### src/rtl/regfile_pkg.sv
`default_nettype none
// ============================================================================
// Module      : regfile_pkg
// Description : Shared types and constants for the register-file write path.
// Revision    : 1.0 - initial release
// ============================================================================
package regfile_pkg;

    localparam int REG_ADDR_W = 5;
    localparam logic [REG_ADDR_W-1:0] REG_PC_ALIAS = 5'd31;
    localparam int WB_DATA_W = 64;

    typedef struct packed {
        logic [REG_ADDR_W-1:0] addr;
        logic [WB_DATA_W-1:0]  data;
    } wb_entry_t;

    typedef enum logic {
        RR_A = 1'b0,
        RR_B = 1'b1
    } rr_sel_t;

    // r31 reads back as PC+16, so writes to it are architecturally void
    function automatic logic is_pc_alias(input logic [REG_ADDR_W-1:0] addr);
        return addr == REG_PC_ALIAS;
    endfunction

endpackage
`default_nettype wire

### src/rtl/wb_fifo.sv
`default_nettype none
// ============================================================================
// Module      : wb_fifo
// Description : Write-back FIFO holding (addr, data) pairs for the register
//               file. With RF_PENDING_QUERY_EN it exposes per-entry addr/valid.
// Revision    : 1.0 - initial release
// ============================================================================
module wb_fifo
    import regfile_pkg::*;
#(
    parameter int WIDTH = 64,
    parameter int DEPTH = 4
) (
    input  logic                        clk,
    input  logic                        rst_n,
    input  logic                        push,
    input  logic [REG_ADDR_W-1:0]       push_addr,
    input  logic [WIDTH-1:0]            push_data,
    input  logic                        pop,
`ifdef RF_PENDING_QUERY_EN
    output logic [DEPTH-1:0]            ent_valid,
    output logic [DEPTH*REG_ADDR_W-1:0] ent_addr,
`endif
    output logic [REG_ADDR_W-1:0]       head_addr,
    output logic [WIDTH-1:0]            head_data,
    output logic [$clog2(DEPTH):0]      count,
    output logic                        full,
    output logic                        empty
);

    localparam int c_PTR_W = $clog2(DEPTH);
    localparam logic [c_PTR_W:0] c_DEPTH_CNT = (c_PTR_W+1)'(DEPTH);

    logic [REG_ADDR_W-1:0] r_addr_mem [DEPTH];
    logic [WIDTH-1:0]      r_data_mem [DEPTH];
    logic [c_PTR_W-1:0]    r_wr_ptr;
    logic [c_PTR_W-1:0]    r_rd_ptr;
    logic [c_PTR_W:0]      r_count;

    // Storage carries no reset; occupancy masks stale contents
    always_ff @(posedge clk) begin
        if (push) begin
            r_addr_mem[r_wr_ptr] <= push_addr;
            r_data_mem[r_wr_ptr] <= push_data;
        end
    end

    always_ff @(posedge clk) begin
        if (!rst_n) begin
            r_wr_ptr <= '0;
            r_rd_ptr <= '0;
            r_count  <= '0;
        end else begin
            if (push) begin
                r_wr_ptr <= r_wr_ptr + c_PTR_W'(1);
            end
            if (pop) begin
                r_rd_ptr <= r_rd_ptr + c_PTR_W'(1);
            end
            case ({push, pop})
                2'b10:   r_count <= r_count + (c_PTR_W+1)'(1);
                2'b01:   r_count <= r_count - (c_PTR_W+1)'(1);
                default: r_count <= r_count;
            endcase
        end
    end

    assign count     = r_count;
    assign full      = (r_count == c_DEPTH_CNT);
    assign empty     = (r_count == '0);
    assign head_addr = empty ? '0 : r_addr_mem[r_rd_ptr];
    assign head_data = empty ? '0 : r_data_mem[r_rd_ptr];

`ifdef RF_PENDING_QUERY_EN
    generate
        for (genvar i = 0; i < DEPTH; i++) begin : g_ent
            logic [c_PTR_W-1:0] w_off;
            // Slot i is occupied when its distance from the head is below count
            assign w_off        = c_PTR_W'(i) - r_rd_ptr;
            assign ent_valid[i] = ({1'b0, w_off} < r_count);
            assign ent_addr[i*REG_ADDR_W +: REG_ADDR_W] = r_addr_mem[i];
        end
    endgenerate
`endif

endmodule
`default_nettype wire

### src/rtl/regfile_write_arbiter.sv
`default_nettype none
// ============================================================================
// Module      : regfile_write_arbiter
// Description : Round-robin arbiter of ALU/load writes into a FIFO that drains
//               onto the register-file write port; drops r31 writes.
//               Optional pending-write query: RF_PENDING_QUERY_EN.
// Revision    : 1.0 - initial release
// ============================================================================
module regfile_write_arbiter
    import regfile_pkg::*;
#(
    parameter int WIDTH = 64,
    parameter int DEPTH = 4
) (
    input  logic                   clk,
    input  logic                   rst_n,
    input  logic                   a_valid,
    output logic                   a_ready,
    input  logic [REG_ADDR_W-1:0]  a_addr,
    input  logic [WIDTH-1:0]       a_data,
    input  logic                   b_valid,
    output logic                   b_ready,
    input  logic [REG_ADDR_W-1:0]  b_addr,
    input  logic [WIDTH-1:0]       b_data,
`ifdef RF_PENDING_QUERY_EN
    input  logic [REG_ADDR_W-1:0]  q_addr,
    output logic                   q_hit,
`endif
    input  logic                   wr_hold,
    output logic                   we3,
    output logic [REG_ADDR_W-1:0]  wa3,
    output logic [WIDTH-1:0]       wd3,
    output logic [$clog2(DEPTH):0] count,
    output logic                   full,
    output logic                   empty
);

    rr_sel_t               r_rr_sel;
    logic                  w_grant_a;
    logic                  w_grant_b;
    logic                  w_push;
    logic                  w_pop;
    logic [REG_ADDR_W-1:0] w_push_addr;
    logic [WIDTH-1:0]      w_push_data;

    assign w_grant_a = a_valid && !full && (!b_valid || (r_rr_sel == RR_A));
    assign w_grant_b = b_valid && !full && (!a_valid || (r_rr_sel == RR_B));
    assign a_ready   = w_grant_a;
    assign b_ready   = w_grant_b;

    // r31 writes complete the handshake but never reach the FIFO
    assign w_push      = (w_grant_a && !is_pc_alias(a_addr)) ||
                         (w_grant_b && !is_pc_alias(b_addr));
    assign w_push_addr = w_grant_b ? b_addr : a_addr;
    assign w_push_data = w_grant_b ? b_data : a_data;

    always_ff @(posedge clk) begin
        if (!rst_n) begin
            r_rr_sel <= RR_A;
        end else if (w_grant_a) begin
            r_rr_sel <= RR_B;
        end else if (w_grant_b) begin
            r_rr_sel <= RR_A;
        end
    end

    assign we3   = !empty && !wr_hold;
    assign w_pop = we3;

`ifdef RF_PENDING_QUERY_EN
    logic [DEPTH-1:0]            w_ent_valid;
    logic [DEPTH*REG_ADDR_W-1:0] w_ent_addr;
    logic                        w_hit;

    always_comb begin
        w_hit = 1'b0;
        for (int i = 0; i < DEPTH; i++) begin
            if (w_ent_valid[i] && (w_ent_addr[i*REG_ADDR_W +: REG_ADDR_W] == q_addr)) begin
                w_hit = 1'b1;
            end
        end
        q_hit = w_hit && !is_pc_alias(q_addr);
    end
`endif

    wb_fifo #(
        .WIDTH (WIDTH),
        .DEPTH (DEPTH)
    ) u_fifo (
        .clk       (clk),
        .rst_n     (rst_n),
        .push      (w_push),
        .push_addr (w_push_addr),
        .push_data (w_push_data),
        .pop       (w_pop),
`ifdef RF_PENDING_QUERY_EN
        .ent_valid (w_ent_valid),
        .ent_addr  (w_ent_addr),
`endif
        .head_addr (wa3),
        .head_data (wd3),
        .count     (count),
        .full      (full),
        .empty     (empty)
    );

endmodule
`default_nettype wire

### config.mk
export PLATFORM = sky130hd
export DESIGN_NAME = regfile_write_arbiter
export DESIGN_NICKNAME = d
export VERILOG_FILES = /design/src/rtl/regfile_pkg.sv /design/src/rtl/wb_fifo.sv /design/src/rtl/regfile_write_arbiter.sv
export SDC_FILE = /design/constraint.sdc
export NUM_CORES = 1
export LEC_CHECK = 0
export ABC_AREA = 0
export ABC_CLOCK_PERIOD_IN_PS = 5400
export CAP_MARGIN = 15
export CORE_MARGIN = 2
export CORE_UTILIZATION = 40
export CTS_BUF_LIST = sky130_fd_sc_hd__clkbuf_8
export CTS_CLUSTER_SIZE = 28
export DETAILED_ROUTE_END_ITERATION = 16
export PLACE_DENSITY = 0.7
export SYNTH_ARGS = -nofsm -noshare
export SYNTH_HDL_FRONTEND = slang
export SYNTH_HIERARCHICAL = 1
export SYNTH_SLANG_ARGS = --single-unit
### constraint.sdc
create_clock -name clk -period 5.4 [get_ports clk]
set_input_delay 1.62 -clock clk [delete_from_list [all_inputs] [get_ports clk]]
set_output_delay 1.62 -clock clk [all_outputs]
set_load 0.02 [all_outputs]
Yosys cells after proc, flatten, opt, wreduce, memory -nomap -nowiden

Memories as Yosys holds them, arrays and structs flattened. A register that Yosys moved wholly into a read port is not among the register bits.
Index checks and enable logic that the tools add are counted.

$add $sub $neg: 4
Equality and inequality tests: 5
Muxes and demuxes: 13
Bitwise operators: 1
Reduce and logical (&&, ||, !) cells: 20

Operators with widths:

| cell                  | count |
|---|---|
| $mux W64              | 2 |
| $eq A5 B5 Y1 const B  | 2 |
| $mux W5               | 2 |
| $mux W2               | 4 |
| $logic_and A1 B1 Y1   | 7 |
| $logic_not A1 Y1      | 7 |
| $pmux W3 S2           | 1 |
| $add A2 B1 Y2 const B | 2 |
| $mux W1               | 4 |
| $reduce_bool A2 Y1    | 2 |
| $add A3 B1 Y3 const B | 1 |
| $eq A3 B3 Y1 const B  | 1 |
| $logic_not A3 Y1      | 1 |
| $logic_or A1 B1 Y1    | 3 |
| $sub A3 B1 Y3 const B | 1 |
| $eq A2 B1 Y1 const B  | 1 |
| $eq A2 B2 Y1 const B  | 1 |
| $not A1 Y1            | 1 |

Flip-flop bits (word level): 8
Memory bits (writable): 276
Bits of input ports: 143
Output and inout port bits: 77
Logic and storage cells: 49
Memories: 2

Memory list:

| memory            | depth | bits a word | read ports | clocked after memory_dff | write ports | line          | RTL |
|---|---|---|---|---|---|---|---|
| u_fifo.r_data_mem | 4     | 64          | 1          | 1                        | 1           | wb_fifo.sv:35 | `logic [WIDTH-1:0] r_data_mem [DEPTH];` |
| u_fifo.r_addr_mem | 4     | 5           | 1          | 1                        | 1           | wb_fifo.sv:34 | `logic [REG_ADDR_W-1:0] r_addr_mem [DEPTH];` |

Depth between registers and ports, before layout

Gate-level depths: netlist of run 1.

Depth after elaboration: 8
Mapped depth: 12
Depth with buffers taken out: 12

Cells and area by module

The synthesis of run 1 kept the hierarchy.

Modules (own cells, without submodules):

| module                | times used | cells each | area each (µm²) | seq. area each (µm²) |
|---|---|---|---|---|
| wb_fifo               | 1          | 483        | 10954.3         | 8468.1 |
| regfile_write_arbiter | 1          | 90         | 1001.0          | 20.0 |

Least setup slack after synthesis of run 1

OpenSTA, ideal clock, no wires.

Kind: input-to-reg
From: in a_valid
To: mem u_fifo.r_addr_mem[0][0] (enable)
Setup time: 434 ps
Data arrival time: 4207 ps
Required time: 4966 ps
Setup slack: 759 ps
Cell stages on the path: 4
Path buffers: 1
Cell sequence: a211oi_4 -> buf_6 -> a22o_1 -> and2_1

Longest elaborated chain between the ends: 7
Elaborated cells on any way between the ends: 10
Those cells by class: mux: 2; reduce/logical: 8

Ends and longest elaborated chain:

| item                          | line                        | RTL |
|---|---|---|
| start, declared               | regfile_write_arbiter.sv:17 | `input logic a_valid,` |
| $logic_not A1 Y1              | regfile_write_arbiter.sv:47 | `assign w_grant_b = b_valid && !full && (!a_valid \|\| (r_rr_sel == RR_B));` |
| $logic_or A1 B1 Y1            | regfile_write_arbiter.sv:47 |  |
| $logic_and A1 B1 Y1           | regfile_write_arbiter.sv:47 |  |
| net b_ready                   | regfile_write_arbiter.sv:22 | `output logic b_ready,` |
| $logic_and A1 B1 Y1           | regfile_write_arbiter.sv:53 | `(w_grant_b && !is_pc_alias(b_addr));` |
| $logic_or A1 B1 Y1            | regfile_write_arbiter.sv:52 | `assign w_push = (w_grant_a && !is_pc_alias(a_addr)) \|\|` |
| net w_push                    | regfile_write_arbiter.sv:41 | `logic w_push;` |
| $mux W1                       | wb_fifo.sv:42               | `if (push) begin` |
| $mux W1 (implied by the code) | wb_fifo.sv:43               | `r_addr_mem[r_wr_ptr] <= push_addr;` |
| end, declared                 | wb_fifo.sv:34               |  |

The timed path passes the listed nets, and every way through them passes these cells.

Worst setup path after layout of run 1

From: in a_valid
To: out b_ready

Longest elaborated chain between the ends: 3

Ends and longest elaborated chain:

| item                | line |
|---|---|
| $logic_not A1 Y1    | regfile_write_arbiter.sv:47 |
| $logic_or A1 B1 Y1  | regfile_write_arbiter.sv:47 |
| $logic_and A1 B1 Y1 | regfile_write_arbiter.sv:47 |
| end, declared       | regfile_write_arbiter.sv:22 |

Every way passes these cells.

==> results of run 1 <==
[cell families after synthesis]
kind of cell,synth area share (%)
flops,71.00
buf+inv,2.167
compound gates,0.5128
mux,19.90
xor+xnor,0.3664
simple gates,5.369
fa+ha+maj,0.6907
[synthesized netlist by cell type (2+ instances only)]
cell	instances	area (um^2)
buf_6	8	90.09
and3_1	3	18.77
mux4_2	69	1554
dfxtp_1	10	200.2
inv_1	7	26.28
o21ai_0	2	10.01
buf_2	4	20.02
mux2_1	2	22.52
xnor2_1	2	17.52
nand2_1	3	11.26
nor2b_4	10	137.6
ha_1	5	62.56
mux2_2	57	641.9
clkbuf_1	11	41.29
mux2_4	10	150.1
buf_12	2	40.04
edfxtp_1	276	8288
nand3_1	2	10.01
xor2_1	3	26.28
and2_1	10	62.56
nor2b_1	60	375.4
buf_4	5	37.54
[worst paths after layout]
path | start | slack [ns] | end | cells past startpoint
setup / recovery | a_valid | 0.60 | b_ready | 3
hold reg to reg | u_fifo/r_wr_ptr[1] | 0.57 | u_fifo/r_wr_ptr[1] | 2
setup reg to reg | u_fifo/count[0] | 2.08 | u_fifo/count[2] | 12
hold / removal | u_fifo/r_wr_ptr[1] | 0.57 | u_fifo/r_wr_ptr[1] | 2
[final cells by class]
type	count	area (um^2)
Timing Repair Buffer	237	2390
Clock inverter	38	321.6
Fill cell	2370	13960
Sequential cell	286	8496
Multi-Input combinational cell	249	3224
Clock buffer	47	646.9
Inverter	8	30.03
Tap cell	390	488.0
[stage by stage]
| stage | power (mW) | instance area (um^2) | instances | hold slack [ns] | worst slack [ns] |
|---|---|---|---|---|---|
| finish | 7.729 | 15600 | 1255 | 0.5744 | 0.6011 |
| global route | 8.107 | 15600 | 1255 | 0.6104 | 0.5656 |
| CTS | 7.862 | 15600 | 1255 | 0.5803 | 0.5717 |
| detailed placement | 5.918 | 14630 | 1170 | 0.5668 | 0.5913 |
| global placement | 5.891 | 14630 | 1170 | 0.5600 | 0.5749 |
| floorplan | 4.796 | 11960 | 573 | 0.5277 | 0.7589 |
[state kept, by name (all words and copies together), names as in the netlist, named ones only]
| signal | flops |
|---|---|
| r_rr_sel | 1 |
| u_fifo/r_addr_mem | 20 |
| u_fifo/count | 3 |
| u_fifo/r_rd_ptr | 2 |
| u_fifo/r_data_mem | 256 |
| u_fifo/r_wr_ptr | 2 |
[power groups by stage]
stage | clock network [mW] | logic [mW] | registers, mW
finish | 1.92 | 2.82 | 3.00
global route | 2.07 | 3.01 | 3.03
CTS | 1.97 | 2.89 | 3.00
detailed placement | 0 | 2.87 | 3.05
global placement | 0 | 2.86 | 3.03
floorplan | 0 | 1.78 | 3.02
[worst register-to-register path: stages, from the launching register on]
cell and delay (ns):
dfxtp_1 0.45, inv_1 0.12, and3_1 0.28, a211oi_4 0.34, buf_4 0.43, a22o_1 0.44, inv_1 0.13, ha_1 0.24
inv_1 0.07, fa_1 0.17, xor2_1 0.07, or3_1 0.32, a21boi_0 0.20
[cells in the final DEF (no fill, tap or decap), drive strengths merged]
master	count
edfxtp	276
clkdlybuf4s50	219
nor2b	70
mux4	69
mux2	69
clkbuf	47
inv	19
clkinv	19
buf	18
dfxtp	10
and2	10
bufinv	6
ha	5
and3	3
nand2	3
xor2	3
nand3	2
clkinvlp	2
xnor2	2
o21ai	2
nand2b	1
a21oi	1
a211oi	1
a22o	1
nor2	1
o311a	1
nor3	1
mux2i	1
or3	1
a21boi	1
fa	1
[metal layers]
layer	vias to the layer above	track usage (%)	part of all wire, %
met5	-	0	0
li1	2820	-	-
met2	237	26.19	49
met1	3135	20.74	43
met4	0	4.304	1.6
met3	37	3.136	6.5
==> run metrics, run 1 <==
status=completed; endpoints failing hold=0; Buffers & Inverters on Critical Path=2; Psw=about 2.3 mW; syn nets=slightly above 700; worst path required time=3.78 ns; power per cell area=roughly 500 nW/um^2; largest net degree at the start of global routing=70; CTS hold repair buffers=0; syn_area_per_cell=20.86 um^2; hold crit path type=flop to flop; Post-synth ARST share=0%; Peak Freq=between 200 and 250 MHz; P_leak=5.126 nW; CP peak stage delay=between 0.7 and 0.8 ns; Worst setup EP type=output pin; clock slew at reported path FFs=0.06 ns; final clock skew=0.01716 ns; Post-CTS Setup Inserts=0; setup_tns=0 ns; Layout area overhead=30.46%; Setup-failing EPs final=0; Post-synth EDFFs=276; Seq pwr share=around two fifths; die footprint=roughly 31000 um^2; VDD IR max=roughly 0.00031 V; Clock power frac=24.8%; synth unique cells=34; YS warnings=6; Total GRT Usage=15.58%; Top cell by count, worst path=clkdlybuf4s50_1; utilization after layout=52.76%; crit path time final=4.799 ns; vias in the first global route=6504; worst-margin pin slew=around 0.7 ns; Die H=~180 um; initial antenna violation count=0; Avg WL per Cell=between 15 and 20 um; Synth Cell Area=roughly 12000 um^2; maximum root-to-sink buffer count=3; Syn Inst Count=between 500 and 600; share of cells above drive strength 1=27.28%; Detail Route Antenna Nets=0; DRC viols=0; Synth Flop Type=edfxtp_1; Starting Density=between 40 and 50%; RSZ-0062 raised after global routing=false; detailed router's first-iteration violation count=~310; post-CTS sizing=0; max-cap viol count=0; first-pass GRT wire length=between 30 and 40 mm; worst-path fanout max=2; H-tree depth=2; crit path DAT=about 3.2 ns; Internal=between 5 and 6 mW; Post-Route WL=approximately 25 mm; PortBufs=219; drt pass-1 iters=5; Slew HR=53.53%; crit-path leading delay family=buffers and inverters; Die X-Extent=between 150 and 200 um; RePlAce Congestion=approximately 0.75; part of the power in combinational logic=a little over a third; Remaining Overflow, GRT=0; CTS root buf=clkbuf_8; CORE AREA=~30000 um^2; crit path cell chain=clkdlybuf4s50_1, a211oi_4, clkdlybuf4s50_1; switch share=a little under a third; Final period util=88.87%; critical path type=input port to output pin; n_diodes=0; # IOs=220; Layout Nets=977; CTS tree=yes; Seq cells post-synth=286; DP HPWL=between 15 and 20 mm; startpoint types=input port; via count=between 6000 and 7000; post-DR vias/cell=4.963; sequential share of the synthesized area=a little under three quarters; Slew Limit Fails=0; Crit-path slowest cell=clkdlybuf4s50_1; num rows=between 60 and 70; clock sink count=286; CTS Buf Count=46; clock latency on the worst-skew pair=approximately 0.54 ns
No activity file was read; power rests on OpenSTA's default activity.
==> inputs of run 2 (changes only) <==
- ABC_CLOCK_PERIOD_IN_PS: 5400 -> 4700
- CAP_MARGIN: 15 -> 20
- SYNTH_HIERARCHICAL: 1 -> not set
- clock period: 5.4 -> 4.7 ns (I/O delays scaled with it)
==> run 2 against run 1 <==
Worst setup slack lost 0.42 ns. Core utilization is 0.75 points higher. Final cell count is 10% higher. Synthesized cell count is 26% higher. Largest cell class unchanged. Via count rose by 7.5%. Critical path type unchanged. Sequential share of layout area increased by 0.54 points. Combinational power rose by 18%. Non-clock buffer count unchanged. Critical path depth is 2 higher. Clock power about the same.
==> run metrics, run 2 <==
Worst Hold Launch=r_rr_sel; Total GRT Usage=15.85%; WHS Path Cells=2; Layout area overhead=30.92%; commonest non-fill, non-tap cell in the layout=edfxtp_1; Remaining Overflow, GRT=0; Syn Inst Count=between 700 and 800; hold crit path type=flop to flop; die footprint=a little over 30000 um^2; clock latency on the worst-skew pair=~0.54 ns; R2R cell count=12; synth unique cells=28; post-CTS sizing=0; main area contributors after synthesis=edfxtp_1, mux4_2, nand2_1, nor2b_1, dfxtp_1; Post-Route WL=24.52 mm; Layout Nets=around 1100; vias in the first global route=6886; most frequent cell after synthesis=edfxtp_1; DP HPWL=between 15 and 20 mm; Top cell by count, worst path=clkdlybuf4s50_1; Buffers & Inverters on Critical Path=4; clock sink count=between 200 and 300; RSZ-0062 raised after global routing=false; Seq cells post-synth=approximately 290; critical path type=input port to output pin; syn_area_per_cell=approximately 16 um^2; worst flop-to-flop path startpoint=u_fifo.count[1]; CTS hold repair buffers=0; reg2reg end=u_fifo.count[2]; YS warnings=0; max FFs per register=about 260; CTS tree=yes; Post-synth ARST share=0%; worst-path fanout max=2; largest area contributor in the netlist=edfxtp_1; Post-synth EDFFs=roughly 280; non-filler cells, final=between 1000 and 1500; Starting Density=between 40% and 50%; CTS root buf=clkbuf_8; Biggest register=u_fifo.r_data_mem; detailed router's first-iteration violation count=roughly 300; Synth Cell Area=~12000 um^2; max-cap viol count=0; crit path time final=roughly 4.5 ns; Final period util=between 90% and 100%; Die X-Extent=between 150 and 200 um; startpoint types=input port; Synth Flop Type=edfxtp_1; hold path endpoint=r_rr_sel; commonest cells in the netlist=edfxtp_1, nand2_1, nor2b_1; VDD IR max=0.0004111 V; clock slew at reported path FFs=0.06 ns; via count=roughly 6700; Setup WS pre-CTS=about 0.18 ns; Post-CTS Setup Inserts=0; RePlAce Congestion=around 0.71; post-placement cell count=between 1000 and 1500; DRC viols=0; largest net degree at the start of global routing=73; Slew Limit Fails=0; maximum root-to-sink buffer count=3; Worst setup EP type=output pin; Crit-path slowest cell=clkdlybuf4s50_1; CTS Buf Count=45; power per cell area=roughly 570 nW/um^2; worst-margin pin slew=0.7297 ns; worst path required time=between 3 and 4 ns; final clock skew=0.01782 ns; H-tree depth=2; drt pass-1 iters=4; status=completed; share of cells above drive strength 1=between 10% and 20%; worst setup margin=about 0.19 ns; num rows=62; PortBufs=~220; commonest cells after routing, fill and taps aside=edfxtp_1, clkdlybuf4s50_1, nand2_1; P_leak=5.382 nW; Die H=175.7 um; crit path cell chain=clkdlybuf4s50_1, inv_1, or3_2, inv_2, clkdlybuf4s50_1; n_diodes=0; Peak Freq=221.5 MHz; post-DR vias/cell=4.835; crit-path leading delay family=buffers and inverters; Detail Route Antenna Nets=0; Slew HR=51.36%; syn nets=873; initial antenna violation count=0; reg2reg setup slack=around 1.6 ns; sequential share of the synthesized area=71.96%; Avg WL per Cell=17.70 um; CORE AREA=28860 um^2; CP peak stage delay=between 0.5 and 0.6 ns; Setup-failing EPs final=0; first-pass GRT wire length=approximately 38 mm; Synth top area share=between 70% and 80%; crit path DAT=between 3 and 4 ns; # IOs=between 200 and 250; endpoints failing hold=0
run 2: cell types whose count changed after synthesis, sizes merged, moves of 4 or more:
cell | previous run | this run
nand2 | 3 | 213
mux2 | 69 | 0
clkbuf | 11 | 20
and2 | 10 | 5
nor2b | 70 | 74
run 2: cell type report:
cell class	instances	area [um^2]
inverters	8	30.03
fillers	2331	13410
multi-input cells	391	3141
clock buffers	45	619.3
clock inverters	34	225.2
flip-flops and latches	286	8496
well taps	384	480.5
repair buffers	237	2452
run 2: how the worst max path moves through the flow:
stage / from / cells after the start / to / slack, ns
3_3_place_gp: b_valid / 5 / b_ready / 0.18
5_1_grt: b_valid / 5 / b_ready / 0.14
2_1_floorplan: a_valid / 6 / u_fifo.r_addr_mem[0][0] / -1.05
6_report: b_valid / 5 / b_ready / 0.19
3_5_place_dp: b_valid / 5 / b_ready / 0.18
4_1_cts: b_valid / 5 / b_ready / 0.18
run 2: layer usage:
layer / part of all wire, % / up-vias / wire length, um / GRT usage [%]
met3: 6.0 / 30 / 1461 / 3.420
met5: 0 / - / 0 / 0
met2: 50 / 202 / 12180 / 27.12
met1: 43 / 3301 / 10540 / 20.74
met4: 1.4 / 0 / 335 / 3.926
li1: - / 3164 / - / -
run 2: worst register-to-register path: cells and delay by family, from the launching register on:
| kind | cells | cell delay [ns] |
|---|---|---|
| fa+ha+maj | 2 | 0.42 |
| simple gates | 3 | 1.00 |
| xor+xnor | 1 | 0.07 |
| flops | 1 | 0.43 |
| compound gates | 2 | 0.36 |
| buf+inv | 4 | 0.78 |
run 2: logic make-up after synthesis:
group / count (synthesis) / share of synthesized area, %
AOI/OAI and AO/OA: 6 / 0.4136
adders and majority gates: 6 / 0.7000
and+or+nand+nor: 304 / 11.56
muxes: 71 / 13.34
xor gates and xnor gates: 4 / 0.2970
buffers and inverters: 47 / 1.729
DFF: 286 / 71.96
run 2: through the flow:
stage / power, mW / TNS (ns) / instance area, um^2 / util [%] / hold WS (ns)
after floorplan: 5.460 / -291.18 / 11800 / - / 0.4709
after global placement: 6.928 / 0 / 14600 / 50.59 / 0.4906
after detailed placement: 6.962 / 0 / 14600 / 50.59 / 0.5149
after CTS: 8.930 / 0 / 15440 / 53.52 / 0.5310
after global routing: 9.255 / 0 / 15440 / 53.52 / 0.5723
final: 8.789 / 0 / 15440 / 53.52 / 0.5204
run 2: where the power goes:
| group | total [mW] | internal, mW | switching, mW |
|---|---|---|---|
| clock network | 1.95 | 1.06 | 0.891 |
| logic | 3.34 | 1.61 | 1.73 |
| registers | 3.50 | 3.33 | 0.173 |
| total | 8.79 | 6.00 | 2.79 |
==> inputs of run 3 (changes only) <==
- CAP_MARGIN: 20 -> not set
- SYNTH_HIERARCHICAL: not set -> 1
==> run 3 against run 2 <==
Clock-buffer cell count rose by 7. Hold slack improved by 0.044 ns. Die area rose by 1.3%. Clock skew fell by 0.0044 ns. Sequential power fell by 2%. Fmax rose by 4.8%. Final cell count fell by 9.6%. Critical endpoint unchanged.
==> run metrics, run 3 (synthesized netlist as in run 1, its figures left out) <==
Setup-failing EPs final=0; vias in the first global route=roughly 6600; CORE AREA=29560 um^2; placed cell area=14670 um^2; setup_tns=0 ns; maximum root-to-sink buffer count=3; crit path DAT=roughly 2.9 ns; first-pass GRT wire length=between 30 and 40 mm; Crit-path slowest cell=clkdlybuf4s50_1; initial antenna violation count=1; die footprint=31290 um^2; crit path time final=roughly 4.3 ns; Remaining Overflow, GRT=0; Design Area, Final=15510 um^2; CP peak stage delay=0.73 ns; P_leak=approximately 5.1 nW; VDD IR max=between 0.0002 and 0.0003 V; utilization after layout=around 52%; power per cell area=roughly 550 nW/um^2; Post-CTS Setup Inserts=0; worst path required time=3.29 ns; Top cell by count, worst path=clkdlybuf4s50_1; drt pass-1 iters=4; share of cells above drive strength 1=26.68%; hold_ws=0.5643 ns; max FFs per register=approximately 260; detailed router's first-iteration violation count=between 300 and 400; Layout Nets=just under 1000; num rows=63; critical path type=input port to output pin; Total GRT Usage=approximately 15%; Post-Route WL=23.67 mm; post-DR vias/cell=between 4 and 5; post-placement cell count=roughly 1200; hold crit path type=flop to flop; PortBufs=~220; DRC viols=0; CTS root buf=clkbuf_8; via count=approximately 6000; largest net degree at the start of global routing=42; clock latency on the worst-skew pair=approximately 0.53 ns; commonest cells after routing, fill and taps aside=edfxtp_1, clkdlybuf4s50_1, mux4_2; Filler cells=around 2400; H-tree depth=2; worst setup margin=0.3936 ns; clock sink count=about 290; Peak Freq=about 230 MHz; Detail Route Antenna Nets=0; startpoint types=input port; final clock skew=approximately 0.013 ns; Setup WS pre-CTS=0.3541 ns; Biggest register=u_fifo/r_data_mem; max-cap viol count=0; Die X-Extent=176.9 um; n_diodes=0; CTS tree=yes; RSZ-0062 raised after global routing=false; Die H=around 180 um; Worst setup EP type=output pin; # IOs=220; Final period util=91.63%; Final Power=8.605 mW; worst-path fanout max=2; RePlAce Congestion=about 0.7; commonest non-fill, non-tap cell in the layout=edfxtp_1; status=completed; endpoints failing hold=0; worst-margin pin slew=slightly above 0.7 ns; Layout area overhead=29.70%; non-filler cells, final=around 1300; Slew HR=between 50% and 60%; clock slew at reported path FFs=0.06 ns; Slew Limit Fails=0; Starting Density=approximately two fifths; CTS hold repair buffers=0; DP HPWL=between 10 and 15 mm; post-CTS sizing=0; CTS Buf Count=46; crit path cell chain=clkdlybuf4s50_1, a211oi_4, clkdlybuf4s50_1; Avg WL per Cell=around 19 um
run 3: changes by cell type in the layout (fill, tap and decap cells not counted), sizes merged, moves of 3 or more:
cell,before,now
nor2b,74,70
bufinv,3,0
mux2,0,69
clkbuf,45,52
nand2,213,3
and2,5,10
inv,25,22
run 3: report_power, final:
group	internal [mW]	switching [mW]	total (mW)
combinational	1.64	1.61	3.25
clock	1.01	0.902	1.91
sequential	3.32	0.120	3.44
total	5.97	2.63	8.61
run 3: worst paths after layout:
kind	cells past startpoint	slack (ns)	endpoint	from
max	3	0.39	b_ready	a_valid
min	2	0.56	u_fifo/r_wr_ptr[1]	u_fifo/r_wr_ptr[1]
min reg2reg	2	0.56	u_fifo/r_wr_ptr[1]	u_fifo/r_wr_ptr[1]
max reg2reg	12	1.57	u_fifo/count[2]	u_fifo/count[0]
run 3: worst max-delay path, delay by kind of cell:
| family | cells | cell delay (ns) |
|---|---|---|
| buffers and inverters | 2 | 1.21 |
| AO/OA/AOI/OAI | 1 | 0.27 |
run 3: routing by layer:
| metal | routed length, um | global-route usage, % | vias up |
|---|---|---|---|
| li1 | - | - | 2803 |
| met1 | 9830 | 19.38 | 3097 |
| met2 | 11560 | 25.52 | 214 |
| met3 | 1886 | 4.145 | 39 |
| met4 | 376 | 4.373 | 2 |
| met5 | 13 | 0 | - |
run 3: layout make-up:
type | count | area [um^2] | share of cell area (%)
clock inverter | 30 | 125.1 | 0.8069
timing repair buffer | 237 | 2427 | 15.65
inverter | 8 | 30.03 | 0.1937
tap | 390 | 488.0 | 3.147
clock buffer | 52 | 715.7 | 4.616
sequential | 286 | 8496 | 54.79
multi-input combinational | 249 | 3224 | 20.79
